### config.mk
export PLATFORM = sky130hd
export DESIGN_NAME = pc_sequencer
export DESIGN_NICKNAME = d
export VERILOG_FILES = /design/src/rtl/pc_seq_pkg.sv /design/src/rtl/ras_stack.sv /design/src/rtl/pc_sequencer.sv
export SDC_FILE = /design/constraint.sdc
export NUM_CORES = 1
export LEC_CHECK = 0
export BUFFER_PORTS_ARGS = -buffer_cell sky130_fd_sc_hd__buf_2
export CAP_MARGIN = 20
export CORE_MARGIN = 4
export CORE_UTILIZATION = 45
export DETAILED_ROUTE_END_ITERATION = 12
export PLACE_DENSITY_LB_ADDON = 0.25
export RECOVER_POWER = 100
export SLEW_MARGIN = 20
export SYNTH_ARGS = -nofsm -noshare
export SYNTH_HDL_FRONTEND = slang
export SYNTH_HIERARCHICAL = 1
export SYNTH_SLANG_ARGS = --single-unit
### constraint.sdc
create_clock -name clk -period 3.7 [get_ports clk]
set_input_delay 0.555 -clock clk [delete_from_list [all_inputs] [get_ports clk]]
set_output_delay 0.555 -clock clk [all_outputs]
set_load 0.01 [all_outputs]
### src/rtl/pc_seq_pkg.sv
// Shared types for the fetch-stage PC sequencer.
// FSM states, redirect selects and RAS sizing helper.
package pc_seq_pkg;

    typedef enum logic {
        S_RUN,
        S_HALT
    } pc_state_e;

    typedef enum logic [2:0] {
        SEL_HOLD,
        SEL_SEQ,
        SEL_RET,
        SEL_JMP,
        SEL_BR
    } pc_sel_e;

    localparam int RAS_DEPTH_DFLT = 4;

    function automatic int ras_ptr_w(input int depth);
        return (depth < 2) ? 1 : $clog2(depth);
    endfunction

endpackage

### src/rtl/ras_stack.sv
// Return-address stack: circular LIFO that overwrites the
// oldest entry when a push arrives while full.
module ras_stack
    import pc_seq_pkg::*;
#(
    parameter int W     = 16,
    parameter int DEPTH = RAS_DEPTH_DFLT
) (
    input  logic         clk,
    input  logic         reset,
    input  logic         push,
    input  logic         pop,
    input  logic [W-1:0] din,
    output logic [W-1:0] top,
    output logic         empty,
    output logic         full
);

    localparam int PW = ras_ptr_w(DEPTH);

    logic [W-1:0]  mem [DEPTH];
    logic [PW-1:0] ptr;
    logic [PW-1:0] top_idx;
    logic [PW:0]   cnt;

    assign top_idx = ptr - 1'b1;
    assign top     = mem[top_idx];
    assign empty   = (cnt == '0);
    assign full    = (cnt == (PW+1)'(DEPTH));

    // ptr is the next write slot; when full it already sits on the oldest
    always_ff @(posedge clk or posedge reset) begin
        if (reset) begin
            ptr <= '0;
            cnt <= '0;
        end else if (push) begin
            ptr <= ptr + 1'b1;
            if (!full)
                cnt <= cnt + 1'b1;
        end else if (pop && !empty) begin
            ptr <= ptr - 1'b1;
            cnt <= cnt - 1'b1;
        end
    end

    always_ff @(posedge clk) begin
        if (push)
            mem[ptr] <= din;
    end

endmodule

### src/rtl/pc_sequencer.sv
// Fetch-stage program counter with prioritised redirects,
// return-address stack and run/halt control.
module pc_sequencer
    import pc_seq_pkg::*;
#(
    parameter int              PC_W      = 16,
    parameter logic [PC_W-1:0] RESET_PC  = '0,
    parameter int              STEP      = 1,
    parameter int              RAS_DEPTH = RAS_DEPTH_DFLT
) (
    input  logic            clk,
    input  logic            reset,
    input  logic            stall,
    input  logic            halt_req,
    input  logic            resume,
    input  logic            branch_taken,
    input  logic [PC_W-1:0] branch_target,
    input  logic            jump,
    input  logic            call,
    input  logic            ret,
    input  logic [PC_W-1:0] jump_target,
    output logic [PC_W-1:0] pc,
    output logic            halted,
    output logic            ras_overflow,
    output logic            ras_underflow
);

    localparam logic [PC_W-1:0] STEP_V = PC_W'(STEP);

    pc_state_e       state;
    pc_state_e       state_nxt;
    pc_sel_e         sel;
    logic            push;
    logic            pop;
    logic            ovf;
    logic            unf;
    logic [PC_W-1:0] pc_seq;
    logic [PC_W-1:0] ras_top;
    logic            ras_empty;
    logic            ras_full;

    assign pc_seq = pc + STEP_V;
    assign halted = (state == S_HALT);

    ras_stack #(
        .W     (PC_W),
        .DEPTH (RAS_DEPTH)
    ) u_ras (
        .clk   (clk),
        .reset (reset),
        .push  (push),
        .pop   (pop),
        .din   (pc_seq),
        .top   (ras_top),
        .empty (ras_empty),
        .full  (ras_full)
    );

    always_ff @(posedge clk or posedge reset) begin
        if (reset)
            state <= S_RUN;
        else
            state <= state_nxt;
    end

    always_comb begin
        state_nxt = state;
        unique case (state)
            S_RUN: begin
                if (halt_req)
                    state_nxt = S_HALT;
                else if (!stall && ret && ras_empty)
                    state_nxt = S_HALT;
            end
            S_HALT: begin
                if (resume)
                    state_nxt = S_RUN;
            end
        endcase
    end

    // redirect priority: halt_req > stall > ret > call > jump > branch
    always_comb begin
        sel  = SEL_HOLD;
        push = 1'b0;
        pop  = 1'b0;
        ovf  = 1'b0;
        unf  = 1'b0;
        if (state == S_RUN && !halt_req && !stall) begin
            if (ret) begin
                if (ras_empty) begin
                    unf = 1'b1;
                end else begin
                    sel = SEL_RET;
                    pop = 1'b1;
                end
            end else if (call) begin
                sel  = SEL_JMP;
                push = 1'b1;
                ovf  = ras_full;
            end else if (jump) begin
                sel = SEL_JMP;
            end else if (branch_taken) begin
                sel = SEL_BR;
            end else begin
                sel = SEL_SEQ;
            end
        end
    end

    always_ff @(posedge clk or posedge reset) begin
        if (reset) begin
            pc            <= RESET_PC;
            ras_overflow  <= 1'b0;
            ras_underflow <= 1'b0;
        end else begin
            ras_overflow  <= ovf;
            ras_underflow <= unf;
            unique case (sel)
                SEL_HOLD: pc <= pc;
                SEL_SEQ:  pc <= pc_seq;
                SEL_RET:  pc <= ras_top;
                SEL_JMP:  pc <= jump_target;
                SEL_BR:   pc <= branch_target;
            endcase
        end
    end

endmodule

# ---- Word-level counts from Yosys, hierarchy flattened
# Memory sizes are Yosys's and may differ from the RTL's.
# Index checks and enable logic that the tools add are counted.
dict set report word_totals {
  out_inout_bits 19
  ff_bits 24
  rom_bits 0
  word_cells 61
  ramBits 64
  latchBits 0
  mem_count 1
  in_bits 41
}
dict set report op_classes {
  eq_ne 6
  mul 0
  shift 0
  muxes 30
  div 0
  n_bitwise 1
  reduce_logical 12
  n_addsub 5
  order_cmp 0
}
# name depth word_bits rd rd_clocked_by_memory_dff wr line_no
set memory_table {}
lappend memory_table {u_ras.mem 4 16 1 0 1 ras_stack.sv:21} ;# logic [W-1:0] mem [DEPTH];
# cell count
set op_table {}
lappend op_table {{$pmux W16 S4} 1}
lappend op_table {{$mux W3} 8}
lappend op_table {{$mux W1} 17}
lappend op_table {{$add A16 B1 Y16 const B} 1}
lappend op_table {{$eq A3 B2 Y1 const B} 2}
lappend op_table {{$eq A3 B3 Y1 const B} 2}
lappend op_table {{$logic_not A3 Y1} 2}
lappend op_table {{$mux W2} 3}
lappend op_table {{$logic_and A1 B1 Y1} 5}
lappend op_table {{$add A3 B1 Y3 const B} 1}
lappend op_table {{$eq A3 B1 Y1 const B} 1}
lappend op_table {{$logic_not A1 Y1} 3}
lappend op_table {{$sub A3 B1 Y3 const B} 1}
lappend op_table {{$add A2 B1 Y2 const B} 1}
lappend op_table {{$ne A2 B2 Y1 const B} 1}
lappend op_table {{$pmux W1 S2} 1}
lappend op_table {{$reduce_and A2 Y1} 1}
lappend op_table {{$reduce_bool A2 Y1} 1}
lappend op_table {{$sub A2 B1 Y2 const B} 1}
lappend op_table {{$not A1 Y1} 1}

# ---- Depth between registers and ports, before layout
dict set report logic_depth {
  depth_word 7
  ltp_mapped 11
  ltp_nobuf 8
}

# ---- Modules after synthesis
# The synthesis kept the hierarchy.
# module n_inst cells_per_inst seq_area_each_um2 area_per_inst_um2
set modules_own_cells {}
lappend modules_own_cells {ras_stack 1 127 2047.0 2737.6}
lappend modules_own_cells {pc_sequencer 1 213 475.5 1600.3}

# ---- Least setup slack after synthesis
# Ideal clock, no wire load.
dict set report synth_path {
  kind {in2reg}
  start {in halt_req}
  end {reg u_ras.cnt[2]}
  n_path_buf 2
  cell_stages 10
  setup_time_ns 0.130
  required_ns 3.570
  setup_slack_ns 1.053
  arrival_ns 2.517
  cell_sequence {or3_1 -> buf_2 -> nor2_1 -> and2_1 -> buf_2 -> inv_1 -> fa_1 -> nor2_1 -> o2bb2ai_1 -> a22oi_1}
}
dict set report synth_between {
  elab_cells_between_ends 10
  cone_classes {eq/ne (1); mux (3); reduce/logical (6)}
}
# item line_no
set synth_rtl {}
lappend synth_rtl {{start, declared} pc_sequencer.sv:14} ;# input logic halt_req,
lappend synth_rtl {{$logic_not A1 Y1 *} pc_sequencer.sv:89} ;# if (state == S_RUN && !halt_req && !stall) begin
lappend synth_rtl {{$logic_and A1 B1 Y1 * (2 in a row)} pc_sequencer.sv:89}
lappend synth_rtl {{$mux W1 *} pc_sequencer.sv:89}
lappend synth_rtl {{via push} pc_sequencer.sv:33} ;# logic push;
lappend synth_rtl {{$ne A2 B2 Y1 (no line) or $reduce_bool A2 Y1 (tied branches)} -}
lappend synth_rtl {{$reduce_and A2 Y1 (no line)} -}
lappend synth_rtl {{end signal, assigned} ras_stack.sv:39} ;# cnt <= cnt + 1'b1;
lappend synth_rtl {{end signal, assigned} ras_stack.sv:42} ;# cnt <= cnt - 1'b1;
lappend synth_rtl {{end, declared} ras_stack.sv:24} ;# logic [PW:0] cnt;
# The timed path passes the listed nets; every way through them passes the cells marked *.
# A chain may end at the register's enable or synchronous reset.

# ---- Worst setup path after layout
dict set report layout_path {
  start {reg state, in the netlist halted}
  end {reg pc[5]}
}
dict set report layout_between {
  elab_chain_cells 6
  elab_cells_between_ends 10
  cone_classes {eq/ne (4); mux (2); bitwise (1); reduce/logical (3)}
}
# item line_no
set layout_lines {}
lappend layout_lines {{start, declared} pc_sequencer.sv:30} ;# pc_state_e state;
lappend layout_lines {{start signal, assigned} pc_sequencer.sv:63} ;# state <= state_nxt;
lappend layout_lines {{$not A1 Y1 *} -}
lappend layout_lines {{$logic_and A1 B1 Y1 * (2 in a row)} pc_sequencer.sv:89}
lappend layout_lines {{$mux W3 *} pc_sequencer.sv:89}
lappend layout_lines {{$eq A3 B3 Y1 (tied with other cells)} pc_sequencer.sv:119} ;# unique case (sel)
lappend layout_lines {{$pmux W16 S4} pc_sequencer.sv:119}
lappend layout_lines {{end signal, assigned} pc_sequencer.sv:120} ;# SEL_HOLD: pc <= pc;
lappend layout_lines {{end signal, assigned} pc_sequencer.sv:121} ;# SEL_SEQ: pc <= pc_seq;
lappend layout_lines {{end signal, assigned} pc_sequencer.sv:122} ;# SEL_RET: pc <= ras_top;
lappend layout_lines {{end, declared} pc_sequencer.sv:22} ;# output logic [PC_W-1:0] pc,
# Every way passes the cells marked *; elsewhere a longest branch is shown, timed or not.

==> impl_metrics.json <==
{
  "outcome": "completed",
  "crit_fanout": 18,
  "drt-met1-wl_um": 4790,
  "cts_root_buf": "clkbuf_8",
  "area_growth_pct": 12.3,
  "ys_ff_latch": 88,
  "p_sw_share_pct": 35.2,
  "core_area_um2": 9330,
  "setup_violations": 0,
  "fin_nets": 447,
  "synth_ff_type": "edfxtp_1",
  "synth_area_leader_cell": "edfxtp_1",
  "ys_types": 51,
  "grt.overflow.total": 0,
  "fmax_ghz": 0.325,
  "cts_resized": 0,
  "place.gp.congestion": 0.828,
  "r2r-end": "pc[5]$_DFFE_PP0P_",
  "cts_tree": "done",
  "cts_buffers": 9,
  "p_switching_mw": 1.02,
  "synthArstFlopShare_pct": 27.3,
  "cp-start-kind": "flip-flop",
  "p_leak_nw": 1.75,
  "power_density_nw_per_um2": 596,
  "die_width_um": 106,
  "cts_buffer_depth": 2,
  "postSynthAreaPerCell_um2": 12.8,
  "wl_met2_um": 4930,
  "critPathCaptureType": "flip-flop",
  "arrival_ps": 3300,
  "ant_nets": 0,
  "cp_slowest_cell": "clkbuf_1",
  "finalPower_mw": 2.90,
  "syn-cell-area_um2": 4340,
  "avgRoutedWirePerCell_um": 20.0,
  "synthCells": 340,
  "p_comb_share_pct": 30.9,
  "grt_max_degree": 20,
  "fin_crit_ps": 3080,
  "vias": 3059,
  "cp_cell_sequence": "or3_1, nor2_4, clkbuf_1, nor2_1, a221oi_1, o21ai_0",
  "synth_nets": 387,
  "dr.pass1.iters": 4,
  "grt_pass1_wl_um": 16800,
  "clkPwrFrac_pct": 21.4,
  "num-fill-cells": 832,
  "die_area_um2": 11300,
  "synth_top_area_share_pct": 44.3,
  "ff2ff_path_depth": 6,
  "initial_core_util_pct": 46.5,
  "wirelength_um": 10700,
  "synth_edf_count": 64,
  "clkSinkCount": 88,
  "critPathKind": "flip-flop to flip-flop",
  "tns_ps": 0,
  "synthTopCellsByArea": "edfxtp_1, dfrtp_1, mux4_2, mux4_1, a21oi_1",
  "multi_input_area_um2": 1640,
  "seq_power_share_pct": 47.8,
  "viasPerCell": 5.73,
  "drtIter0Drc": 178,
  "die_h_um": 106,
  "rows": 35,
  "crit_start": "halted$_DFF_PP0_",
  "hpwlAfterDp_um": 7130,
  "slowest_delay_ps": 800,
  "clk_latency_ps": 360,
  "reg2reg_from": "halted$_DFF_PP0_",
  "postCtsSetupBuffers": 0,
  "port_buffers": 59,
  "hold_buffers": 0,
  "drive_gt1_share_pct": 19.0,
  "period_share_pct": 83.2,
  "maxCapViolations": 0,
  "drc_errors": 0,
  "grt_pass1_vias": 2960,
  "antenna_found_initial": 0,
  "clock_skew_ps": 7.83,
  "peakVddDrop_mv": 0.233,
  "grt_usage_pct": 19.6,
  "ff2ff_setup_slack_ps": 620,
  "diodes": 0,
  "routed-wl-met3_um": 814,
  "intPower_mw": 1.88,
  "top_layer": "met4",
  "worstHoldPathType": "input port to async pin",
  "tightest_slew_ps": 1220,
  "h-tree-depth": 3,
  "rsz0062_at_grt": "false",
  "synth.most_common_cell": "edfxtp_1",
  "clk_pin_slew_ps": 90,
  "drv_slew": 0,
  "finalHoldViolCount": 0,
  "synth_common_cells": "edfxtp_1, nand2_1, a21oi_1",
  "max_slew_margin_pct": 18.8,
  "critPathRequiredTime_ps": 3920,
  "ys_seq_area_share_pct": 58.1,
  "ff_latch_area_um2": 2520,
  "io_pins": 60,
  "yosys_warnings": 6
}
## placed cells by master (no fill, tap or decap), drive strengths merged, types with 2 or more instances in the layout
cell type,count
ha,5
nor4,4
a211oi,2
nand4,4
o21a,2
or2,2
nor2,17
buf,45
and2,6
clkinv,4
dfrtp,24
xor2,9
o21ai,14
nor2b,2
nand2b,2
a21oi,30
nand2,32
or4,2
o22ai,3
xnor2,8
edfxtp,64
clkbuf,34
nand3,20
o311ai,3
nor3,17
mux4,16
a221oi,8
inv,12
a211o,3
## flip-flops by register name, summed over array words and instances, names as in the netlist
name and count:
u_ras/cnt 3, ras_overflow 1, pc 16, ras_underflow 1, u_ras/ptr 2, halted 1
u_ras/mem 64
## logic make-up (layout without fill, tap and decap cells)
logic type      Yosys count  count (layout)  synth area share, %
simple gates            111             111                 12.8
flops                    88              88                 58.1
compound gates           71              71                 11.0
buf+inv                  30              95                 3.58
xor+xnor                 17              17                 3.43
mux                      17              17                 9.14
fa+ha+maj                 6               6                 1.90
## area by class of cell
type                       instances  share of cell area (%)
timing repair buffer              69                    6.73
inverter                          10                   0.770
clock inverter                     6                    1.08
tap                              129                    3.31
clock buffer                      10                    2.62
multi-input combinational        222                    33.7
sequential                        88                    51.8
## critical path: cells and delay by family, from the launching register on
family | cells | cell delay, ps
AND/OR/NAND/NOR | 3 | 1190
buffers and inverters | 1 | 800
AO/OA/AOI/OAI | 2 | 510
flip-flops | 1 | 430
## worst max path at each step
stage / endpoint / slack (ps) / cells after the start
global placement: u_ras/cnt[2]$_DFFE_PP0P_ / 880 / 10
finish: pc[5]$_DFFE_PP0P_ / 620 / 6
floorplan: u_ras/cnt[2]$_DFFE_PP0P_ / 1050 / 10
global route: u_ras/mem[1][13]$_DFFE_PP_ / 400 / 6
detailed placement: u_ras/cnt[2]$_DFFE_PP0P_ / 810 / 10
CTS: u_ras/cnt[2]$_DFFE_PP0P_ / 1030 / 9
## metrics by stage
step	hold slack, ps	instance area (um^2)	cells	utilization (%)	setup WS (ps)
after floorplan	334	4340	340	-	1050
after global placement	473	4750	518	50.9	878
after detailed placement	470	4750	518	50.9	810
after CTS	68.9	4930	534	52.9	1030
after global routing	83.0	4870	534	52.2	405
final	79.2	4870	534	52.2	620
## routing by layer
metal / up-vias / global-route usage (%)
li1: 1420 / -
met3: 12 / 4.49
met4: 0 / 5.18
met2: 111 / 29.4
met5: - / 0
met1: 1516 / 28.8
## power groups by stage
stage,Clock (mW),Combinational (mW),Sequential (mW)
3_5_place_dp,0,0.926,1.41
5_1_grt,0.673,0.975,1.40
4_1_cts,0.634,0.928,1.39
3_3_place_gp,0,0.910,1.41
2_1_floorplan,0,0.653,1.39
6_report,0.621,0.896,1.39
(Power assumes the default switching activity.)
